[src/rtl/fft_r2_seq_ctrl_if.sv]
// Signal bundle between the radix-2 FFT sequencer and its environment:
// the run handshake, the data RAM / twiddle ROM ports and the butterfly handshake.
interface fft_r2_seq_ctrl_if #(
  parameter int LOG2N = 3
);
  logic             start;
  logic             busy;
  logic             done;
  logic [LOG2N-1:0] ram_raddr;
  logic [LOG2N-2:0] tw_addr;
  logic             bf_go;
  logic             wren;
  logic             bf_done;
  logic [LOG2N-1:0] ram_waddr;
  logic             ram_we;

  // Sequencer side.
  modport master (
    input  start, wren, bf_done,
    output busy, done, ram_raddr, tw_addr, bf_go, ram_waddr, ram_we
  );

  // Environment side: host, RAM, twiddle ROM and serial butterfly.
  modport slave (
    output start, wren, bf_done,
    input  busy, done, ram_raddr, tw_addr, bf_go, ram_waddr, ram_we
  );
endinterface

[src/rtl/fft_r2_seq_ctrl.sv]
// Sequencer / address generator for an in-place radix-2 DIT FFT held in one
// dual-port data RAM. Walks every stage and butterfly, issues read and twiddle
// addresses, hands each butterfly to a serial butterfly unit and steers its two
// result strobes back to the A and B locations.
module fft_r2_seq_ctrl #(
  parameter int LOG2N = 3
) (
  input  logic              clk,
  input  logic              rst_n,
  fft_r2_seq_ctrl_if.master bus
);
  localparam int AW   = LOG2N;          // data RAM address width
  localparam int JW   = LOG2N - 1;      // butterfly index / twiddle address width
  localparam int SW   = $clog2(LOG2N);  // stage counter width
  localparam int HALF = 1 << JW;        // butterflies per stage

  typedef enum logic [2:0] {IDLE, RD_A, RD_B, WAIT, NEXT} state_t;

  state_t        state, state_nxt;
  logic [SW-1:0] stage, stage_nxt;
  logic [JW-1:0] j, j_nxt;
  logic          wr_sel, wr_sel_nxt;
  logic          load_addr;
  logic [AW-1:0] a_addr, b_addr;
  logic [JW-1:0] tw_q;
  logic [AW-1:0] a_c, b_c;
  logic [JW-1:0] tw_c, low_mask;

  // Butterfly addresses for the (stage, j) pair the FSM enters RD_A with:
  // A has a 0 inserted at bit `stage` of j, B sets that bit, and the twiddle
  // index is the in-group offset scaled up to the N-point twiddle table.
  always_comb begin
    low_mask = (JW'(1) << stage_nxt) - JW'(1);
    a_c      = {j_nxt & ~low_mask, 1'b0} | {1'b0, j_nxt & low_mask};
    b_c      = a_c | (AW'(1) << stage_nxt);
    tw_c     = (j_nxt & low_mask) << (JW - int'(stage_nxt));
  end

  // Next-state, counter and output decode.
  always_comb begin
    // NOTE: every signal driven here gets a default first, so no path through
    // the case leaves one unassigned and no latch is inferred.
    state_nxt     = state;
    stage_nxt     = stage;
    j_nxt         = j;
    wr_sel_nxt    = wr_sel;
    load_addr     = 1'b0;
    bus.busy      = 1'b0;
    bus.done      = 1'b0;
    bus.ram_raddr = '0;
    bus.tw_addr   = '0;
    bus.bf_go     = 1'b0;
    bus.ram_we    = 1'b0;
    bus.ram_waddr = '0;

    unique case (state)
      IDLE: begin
        if (bus.start) begin
          state_nxt = RD_A;
          stage_nxt = '0;
          j_nxt     = '0;
          load_addr = 1'b1;
        end
      end
      RD_A: begin
        bus.busy      = 1'b1;
        bus.ram_raddr = a_addr;
        bus.tw_addr   = tw_q;
        state_nxt     = RD_B;
      end
      RD_B: begin
        bus.busy      = 1'b1;
        bus.ram_raddr = b_addr;
        bus.tw_addr   = tw_q;
        bus.bf_go     = 1'b1;
        state_nxt     = WAIT;
      end
      WAIT: begin
        bus.busy      = 1'b1;
        bus.ram_raddr = b_addr;
        bus.tw_addr   = tw_q;
        if (bus.wren) begin
          bus.ram_we    = 1'b1;
          bus.ram_waddr = wr_sel ? b_addr : a_addr;
          wr_sel_nxt    = ~wr_sel;
        end
        if (bus.bf_done) state_nxt = NEXT;
      end
      NEXT: begin
        wr_sel_nxt = 1'b0;
        bus.busy   = 1'b1;
        if (j != JW'(HALF - 1)) begin
          j_nxt     = j + JW'(1);
          state_nxt = RD_A;
          load_addr = 1'b1;
        end else if (stage != SW'(LOG2N - 1)) begin
          stage_nxt = stage + SW'(1);
          j_nxt     = '0;
          state_nxt = RD_A;
          load_addr = 1'b1;
        end else begin
          // Last butterfly retired: busy drops in the same cycle done pulses.
          bus.busy  = 1'b0;
          bus.done  = 1'b1;
          stage_nxt = '0;
          j_nxt     = '0;
          state_nxt = IDLE;
        end
      end
      default: state_nxt = IDLE;
    endcase
  end

  // State register, counters and the per-butterfly address registers.
  // NOTE: sequential state uses non-blocking assignments so every register
  // samples the pre-edge values, independent of block evaluation order.
  always_ff @(posedge clk or negedge rst_n) begin
    if (!rst_n) begin
      state  <= IDLE;
      stage  <= '0;
      j      <= '0;
      wr_sel <= 1'b0;
      a_addr <= '0;
      b_addr <= '0;
      tw_q   <= '0;
    end else begin
      state  <= state_nxt;
      stage  <= stage_nxt;
      j      <= j_nxt;
      wr_sel <= wr_sel_nxt;
      if (load_addr) begin
        a_addr <= a_c;
        b_addr <= b_c;
        tw_q   <= tw_c;
      end
    end
  end
endmodule
[src/flat_wrapper.sv]
// flat-port wrapper written by rule: the top's interface ports become plain ports
module fft_r2_seq_ctrl_flat 
#(
  parameter int LOG2N = 3
)
  (clk, rst_n, bus_start, bus_wren, bus_bf_done, bus_busy, bus_done, bus_ram_raddr, bus_tw_addr, bus_bf_go, bus_ram_waddr, bus_ram_we);
  fft_r2_seq_ctrl_if #(.LOG2N(LOG2N)) bus_i ();
  input  logic clk;
  input  logic rst_n;
  input wire logic [$bits(bus_i.start)-1:0] bus_start;
  input wire logic [$bits(bus_i.wren)-1:0] bus_wren;
  input wire logic [$bits(bus_i.bf_done)-1:0] bus_bf_done;
  output wire logic [$bits(bus_i.busy)-1:0] bus_busy;
  output wire logic [$bits(bus_i.done)-1:0] bus_done;
  output wire logic [$bits(bus_i.ram_raddr)-1:0] bus_ram_raddr;
  output wire logic [$bits(bus_i.tw_addr)-1:0] bus_tw_addr;
  output wire logic [$bits(bus_i.bf_go)-1:0] bus_bf_go;
  output wire logic [$bits(bus_i.ram_waddr)-1:0] bus_ram_waddr;
  output wire logic [$bits(bus_i.ram_we)-1:0] bus_ram_we;
  assign bus_i.start = bus_start;
  assign bus_i.wren = bus_wren;
  assign bus_i.bf_done = bus_bf_done;
  assign bus_busy = bus_i.busy;
  assign bus_done = bus_i.done;
  assign bus_ram_raddr = bus_i.ram_raddr;
  assign bus_tw_addr = bus_i.tw_addr;
  assign bus_bf_go = bus_i.bf_go;
  assign bus_ram_waddr = bus_i.ram_waddr;
  assign bus_ram_we = bus_i.ram_we;
  fft_r2_seq_ctrl #(.LOG2N(LOG2N)) u_core (.clk(clk), .rst_n(rst_n), .bus(bus_i));
endmodule
[config.mk]
export PLATFORM = sky130hd
export DESIGN_NAME = fft_r2_seq_ctrl_flat
export DESIGN_NICKNAME = d
export VERILOG_FILES = /design/src/rtl/fft_r2_seq_ctrl_if.sv /design/src/rtl/fft_r2_seq_ctrl.sv /design/src/flat_wrapper.sv
export SDC_FILE = /design/constraint.sdc
export NUM_CORES = 1
export LEC_CHECK = 0
export ABC_CLOCK_PERIOD_IN_PS = 2200
export CAP_MARGIN = 20
export CELL_PAD_IN_SITES_DETAIL_PLACEMENT = 1
export CELL_PAD_IN_SITES_GLOBAL_PLACEMENT = 2
export CORE_MARGIN = 1.5
export CORE_UTILIZATION = 28
export DETAILED_ROUTE_END_ITERATION = 8
export GPL_TIMING_DRIVEN = 0
export PLACE_DENSITY_LB_ADDON = 0.1
export SYNTH_ARGS = -nofsm -noshare
export SYNTH_HDL_FRONTEND = slang
export SYNTH_SLANG_ARGS = --single-unit
[constraint.sdc]
create_clock -name clk -period 2.2 [get_ports clk]
set_input_delay 0.44 -clock clk [delete_from_list [all_inputs] [get_ports clk]]
set_output_delay 0.44 -clock clk [all_outputs]
set_load 0.1 [all_outputs]
[Yosys cells after proc, flatten, opt, wreduce, memory -nomap -nowiden]
Index checks and enable logic that the tools add are counted.
Word-level totals
  bits in registers: 16
  input bits: 5
Cells by class
  mux-type cells: 30
  bitwise operators: 6
  shift operators: 3
  eq/ne operators: 9
  reductions and logical operators: 6
  add/sub/neg operators: 4
Operators by type and width (number)
  2-bit by 32-bit << shifter with 2-bit output: 1
  3-bit 2-to-1 mux: 6
  3-bit one-hot mux with 5 select lines: 1
  2-bit 2-to-1 mux: 6
  1-bit 2-to-1 mux: 11
  2-bit != test (second input constant): 5
  2-bit one-hot mux with 2 select lines: 2
  3-bit by 2-bit == test with 1-bit output (second input constant): 2
  1-bit one-hot mux with 2 select lines: 3
  3-bit one-hot mux with 2 select lines: 1
  2-bit by 1-bit adder with 2-bit output (second input constant): 2
  2-bit AND: 2
  2-bit AND reduction: 2
  3-bit by 1-bit == test with 1-bit output (second input constant): 1
  3-bit == test (second input constant): 1
  3-bit zero test: 1
  3-bit by 2-bit OR with 3-bit output: 1
  3-bit OR: 1
  3-bit OR reduction: 1
  1-bit by 2-bit << shifter with 3-bit output (first input constant): 1
  2-bit by 2-bit subtractor with 3-bit output (first input constant): 1
  2-bit NOT: 1
  2-bit nonzero test: 1
  2-bit OR reduction: 1
  other kinds (3): 3

[Logic depth before layout (Yosys ltp)]
  depth after elaboration: 10
  depth in mapped cells: 10
  depth with buffers taken out: 10

[Worst setup path after synthesis]
No wires, ideal clock.
  path type: flip-flop to output port
  start point: register u_core.state[2]
  end point: output port bus_tw_addr[0]
  stages on the path, launching flop included: 4
  buffers on the path: 2
  arrival time: 2.926 ns
  path slack: -1.166 ns
  path through: dfrtp_1 -> buf_4 -> clkbuf_1 -> nor3b_1
Between the ends
  word-level cells in the longest chain between the ends: 3
  elaborated cells on any way between the ends: 5
  those cells by class: eq/ne (3); mux (1); reduce/logical (1)
Ends and longest elaborated chain
  start, declared: line fft_r2_seq_ctrl.sv:19  | state_t state, state_nxt;
  start signal, assigned: line fft_r2_seq_ctrl.sv:127  | state <= state_nxt;
  3-bit by 1-bit == test with 1-bit output / 3-bit by 2-bit == test with 1-bit output (equally long branches): line fft_r2_seq_ctrl.sv:56  | unique case (state)
  3-bit OR reduction (no line) (*)
  2-bit 2-to-1 mux (*): line fft_r2_seq_ctrl.sv:56
  end, declared: line flat_wrapper.sv:16  | output wire logic [$bits(bus_i.tw_addr)-1:0] bus_tw_addr;
Every way passes the cells marked *; elsewhere a longest branch is shown, timed or not.

[Final worst setup path]
  start point: register u_core.state[1]
  end point: register u_core.tw_q[1]
Between the ends
  word-level cells in the longest chain between the ends: 6
  elaborated cells on any way between the ends: 10
  those cells by class: add/sub (2); eq/ne (1); shift (2); mux (3); bitwise (1); reduce/logical (1)
Ends and longest elaborated chain
  3-bit == test / 3-bit zero test (equally long branches): line fft_r2_seq_ctrl.sv:56
  2-bit one-hot mux with 2 select lines: line fft_r2_seq_ctrl.sv:56
  1-bit by 2-bit << shifter with 2-bit output: line fft_r2_seq_ctrl.sv:33  | low_mask = (JW'(1) << stage_nxt) - JW'(1);
  2-bit subtractor: line fft_r2_seq_ctrl.sv:33
  2-bit AND: line fft_r2_seq_ctrl.sv:36  | tw_c = (j_nxt & low_mask) << (JW - int'(stage_nxt));
  2-bit by 32-bit << shifter with 2-bit output: line fft_r2_seq_ctrl.sv:36
  end signal, assigned: line fft_r2_seq_ctrl.sv:134  | tw_q <= tw_c;
  end, declared: line fft_r2_seq_ctrl.sv:25  | logic [JW-1:0] tw_q;
Several ways; a longest one is shown, not always the timed one.
A chain may end at the register's enable or synchronous reset.

==> run metrics <==
status finished with violations; failing checks negative setup slack; asr flop ratio synth 100%; CP Data Required Time 2.43 ns; vias in the first global route just over 900; Post-DP HPWL 1960 um; final setup TNS -0.156 ns; post-synth top area share 40.9%; CTS buffer count 3; routed length per instance 15.0 um; H-tree depth 1; Layout area overhead 49.4%; Post-synth EDFFs 0; leakage power 0.659 nW; FP Rows 21; dominant synthesized flop cell dfrtp_1; Ports 17; unrepaired setup endpoints after global routing true; Pre-antenna DRT Iters 4; Area contributors post-synth dfrtp_1, ha_1, nor2_1; pre-CTS WS -0.699 ns; Port Buffer Count 16; total gr overflow 0; most frequent cells in the layout buf_4, dfrtp_1, nand2_1; worst setup margin -0.0916 ns; r2r startpoint u_core.state[1]; Total Routing Usage GR 15.8%; pwr/cell area between 1000 and 1500 mW/mm2; die width 62.2 um; Starting Density 29.4%; max-cap violations 0; post-route ant nets 0; Worst R2R End u_core.tw_q[1]; n_diodes 0; die area between 0.003 and 0.004 mm2; Netlist cell types 38; clk_lat worst skew 0.29 ns; Fmax 436 MHz; vias after detailed routing 890; critical path class flop to flop; DR DRC count 0; final setup fails 2; Tmin final between 2 and 2.5 ns; post-synth net total 114; CP startpoint kind flop; leading cell type in the layout, fill and taps excluded buf_4; global-route wire length before repair 4770 um; Vias per Instance 4.78; height of the die 62.2 um; largest net degree at the start of global routing 17; CP Max Fanout 6; Worst setup EP type flop; Final period util 104%; hold crit path type flop to flop; initial DRC count 8; CTS max path bufs 2; final hold viol count 0; clk slew on worst S/H paths 0.10 ns; #FFs+latches synth 16; Finished Cell Area 0.00146 mm2; GP Congestion 0.777; WHS Path Cells 2; CTS tree yes; dpl cell area approximately 0.0013 mm2; Hold WS 0.484 ns; final WL 2780 um; Seq/Total Area, Yosys 40.9%; arrival time at the worst endpoint 2.52 ns; leading area contributor after synthesis dfrtp_1; Critical path destination u_core.tw_q[1]; Slew Viols, Final 0; utilization after layout 43.9%; CP Launch Point u_core.state[1]; net count reported at finish 150; fin cells about 190; share of layout cells above drive strength 1 approximately 44%; Clock Skew 0.00237 ns; core area 0.00334 mm2; antenna violations before repair 0; peak supply drop roughly 340 uV; max_slew headroom 45.5%; Sink Count 16; total power 2.11 mW; placed cells 167; Syn Inst Count 105; Synthesis Warnings 0; hold buffers post-CTS 0; worst-margin pin slew about 0.81 ns; syn_area_per_cell 9.33 um2; R2R setup slack -0.09 ns; cell area after synthesis 980 um2; path depth of the worst reg2reg path 9; clk root buf clkbuf_4
-- metal layers --
| layer | wire length, um | vias up | track usage, % |
|---|---|---|---|
| met4 | 42 | 0 | 5.83 |
| li1 | - | 445 | - |
| met3 | 81 | 5 | 2.54 |
| met5 | 0 | - | 0 |
| met2 | 1340 | 14 | 26.2 |
| met1 | 1320 | 426 | 20.7 |
-- cells by family (layout without fill, tap and decap cells) --
group | Yosys count | count (layout) | synth area share, %
flip-flops | 16 | 16 | 40.9
AND/OR/NAND/NOR | 45 | 45 | 27.5
AO/OA/AOI/OAI | 23 | 23 | 15.6
adder cells (fa/ha/maj) | 4 | 4 | 5.11
multiplexers | 4 | 4 | 4.09
XOR/XNOR | 2 | 2 | 1.79
buffers and inverters | 11 | 46 | 5.11
-- synthesized netlist by cell type, types with 2 or more instances --
library cell,n
dfrtp_1,16
a22o_1,4
nor2b_1,3
mux2i_1,4
ha_1,4
inv_1,4
nor3b_1,4
clkbuf_1,3
nor2_1,12
o21ai_0,5
buf_4,2
nand4b_1,2
nand2_1,10
a22oi_1,3
a21oi_1,4
o21ai_1,3
-- state kept, by name (all words and copies together) (netlist names) --
signal and count:
u_core.wr_sel 1, u_core.a_addr 3, u_core.state 3, u_core.tw_q 2, u_core.stage 2, u_core.b_addr 3, u_core.j 2
-- critical path, cell delays in order (launching register included) --
cell,delay [ns]
dfrtp_1,0.41
buf_6,0.15
nor4b_4,0.27
and3b_1,0.20
a211oi_2,0.05
buf_4,0.17
ha_4,0.25
or4b_4,0.46
and2_4,0.15
o21ai_2,0.11
-- cell type report --
type                       instances  area (um2)
fill                             394        1870
multi-input combinational         78         638
sequential                        16         400
timing repair buffer              31         270
tap                               46        57.6
buffer                             6        42.5
clock buffer                       4        36.3
inverter                           5        18.8
-- worst min path at each step --
stage | endpoint | start | slack (ns)
floorplan | u_core.a_addr[0] | rst_n | 0.14
global placement | u_core.tw_q[0] | u_core.tw_q[0] | 0.47
detailed placement | u_core.tw_q[0] | u_core.tw_q[0] | 0.47
CTS | u_core.tw_q[1] | u_core.tw_q[1] | 0.50
global route | u_core.tw_q[0] | u_core.tw_q[0] | 0.53
finish | u_core.tw_q[1] | u_core.tw_q[1] | 0.48
-- power breakdown --
group	internal, mW	switching, mW	total [mW]
Combinational	0.483	0.964	1.45
Clock	0.101	0.101	0.202
Sequential	0.392	0.0719	0.463
-- timing repair --
| item | CTS | global route |
|---|---|---|
| setup endpoints to repair | 17 | 10 |
| pin swaps | 5 | 7 |
| setup buffers | 8 | 7 |
| resized for setup | 75 | 20 |
Power figures use the tool's default switching activity.
==> RTL change (same flow settings) <==
Reset style: synchronous (`rst_n`), changed in one clocked block.
--- a/src/rtl/fft_r2_seq_ctrl.sv
+++ b/src/rtl/fft_r2_seq_ctrl.sv
@@ -114,7 +114,7 @@
   // State register, counters and the per-butterfly address registers.
   // NOTE: sequential state uses non-blocking assignments so every register
   // samples the pre-edge values, independent of block evaluation order.
-  always_ff @(posedge clk or negedge rst_n) begin
+  always_ff @(posedge clk) begin
     if (!rst_n) begin
       state  <= IDLE;
       stage  <= '0;
Formal check against the unedited RTL: differs if rst_n is asserted again (counterexample within 4 cycles, from zero or initial values and one cycle with rst_n low); with rst_n held inactive, the same outputs for 10 cycles.
==> RTL change against the original RTL <==
Via count up 11%. Worst hold slack worse by 0.022 ns. Sequential cell count unchanged. Register-to-register slack better by 0.22 ns. Routed wire length up 4.4%. Final area down 5.7%. Maximum frequency up 9.9%. Worst setup slack better by 0.21 ns. Synthesized area up 1.5%. Utilization down 2.8 points. Critical endpoint is now bus_ram_waddr[2]. Largest cell class unchanged.
Power is not compared: it rests on default switching activity, and its combinational part moved more than twofold at a synthesized area within 25%.
==> RTL change: results <==
metrics = {
    "outcome": {
        "status": "complete, no violations",
    },
    "min_path": {
        "hold_path_startpoint": "u_core.tw_q[0]$_SDFFE_PN0P_",
    },
    "grt": {
        "grt_use_met1_pct": 21.24,
        "grt.met2_usage_pct": 26.48,
        "grt_max_degree": 11,
        "via_count_of_the_first_global_routing_pass": 1009,
        "grt_pass1_wl_mm": 5.030,
        "grt_util_all_layers_pct": 16.17,
        "global_route.usage.met3_pct": 2.883,
    },
    "place": {
        "hpwl_mm": 2.104,
        "dpl.cell_count": 185,
        "replace_congestion": 0.7029,
        "placement.setup.worst_slack_ns": -0.9487,
    },
    "route": {
        "route.detailed.vias_per_inst": 5.026,
        "routedWlPerCell_um": 14.82,
        "drt-total-wl_mm": 2.905,
        "wl_met1_mm": 1.339,
        "drtIter0Drc": 18,
    },
    "synth": {
        "most_frequent_cells_after_synthesis": "sky130_fd_sc_hd__nor2_1, sky130_fd_sc_hd__dfxtp_1, sky130_fd_sc_hd__nand2_1",
        "ys.flop_type": "sky130_fd_sc_hd__dfxtp_1",
        "synth_cell_types": 43,
        "yosysSeqAreaShare_pct": 32.20,
        "synth.net_count": 132,
        "postSynth.asyncResetShare_pct": 0,
    },
    "layout": {
        "drive_above_1_share_pct": 35.33,
        "area_delta_synth_final_pct": 38.74,
        "multi_input_area_share_pct": 50.59,
        "nonClkBufAreaFrac_pct": 17.95,
        "nets": 160,
        "area_share_clock_buf_inv_pct": 2.629,
        "nNonClkBuffers": 28,
        "area.sequential_um2": 321.6,
    },
    "setup_path": {
        "r2r_start": "u_core.state[1]$_SDFFE_PN0P_",
        "critical_path.slowest_cell": "sky130_fd_sc_hd__dfxtp_1",
        "critPathArrivalTime_ns": 1.65,
        "r2r_setup_slack_ns": 0.13,
        "crit_fanout": 10,
        "crit-reg2reg-capture": "u_core.tw_q[1]$_SDFFE_PN0P_",
        "path_class": "reg2out",
        "cp-endpoint": "bus_ram_waddr[2]",
    },
    "timing": {
        "clk_skew_ns": 0.01647,
        "max_slew.worst_pin.slew_ns": 0.4977,
    },
    "pwr": {
        "power.total_uw": 683.2,
    },
}
==> RTL change: cell types whose count changed in the layout (fill, tap and decap cells not counted), moves of 6 or more <==
cell and delta:
sky130_fd_sc_hd__buf_4 -9, sky130_fd_sc_hd__a21oi_1 +6, sky130_fd_sc_hd__dfrtp_1 -16, sky130_fd_sc_hd__dfxtp_1 +15
==> RTL change: repair_timing <==
item / CTS / global route
setup endpoints to repair: 17 / 15
gates resized for setup: 75 / 20
pin swaps: 0 / 2
buffers inserted: 3 / 4
==> RTL change: worst min path at each step <==
stage,endpoint,slack (ns),depth (start not counted)
floorplan,u_core.tw_q[0]$_SDFFE_PN0P_,0.43,2
global placement,u_core.tw_q[0]$_SDFFE_PN0P_,0.44,2
detailed placement,u_core.tw_q[0]$_SDFFE_PN0P_,0.45,2
CTS,u_core.tw_q[0]$_SDFFE_PN0P_,0.46,2
global route,u_core.tw_q[0]$_SDFFE_PN0P_,0.48,2
finish,u_core.tw_q[0]$_SDFFE_PN0P_,0.46,2
==> RTL change: cells by family (layout without fill, tap and decap cells) <==
logic type,after synthesis,count (layout),synth area share [%]
muxes,3,3,3.019
and+or+nand+nor,56,56,30.44
buffers and inverters,10,37,4.779
xor gates and xnor gates,2,2,1.761
AOI/OAI and AO/OA,32,32,22.77
DFF,16,16,32.20
adders and majority gates,4,4,5.032
==> RTL change: stage by stage <==
| step | setup TNS [ns] | hold slack (ns) |
|---|---|---|
| after floorplan | -0.2473 | 0.4273 |
| after global placement | -8.477 | 0.4409 |
| after detailed placement | -9.080 | 0.4465 |
| after CTS | -0.005847 | 0.4623 |
| after global routing | -0.3240 | 0.4779 |
| final | 0 | 0.4622 |
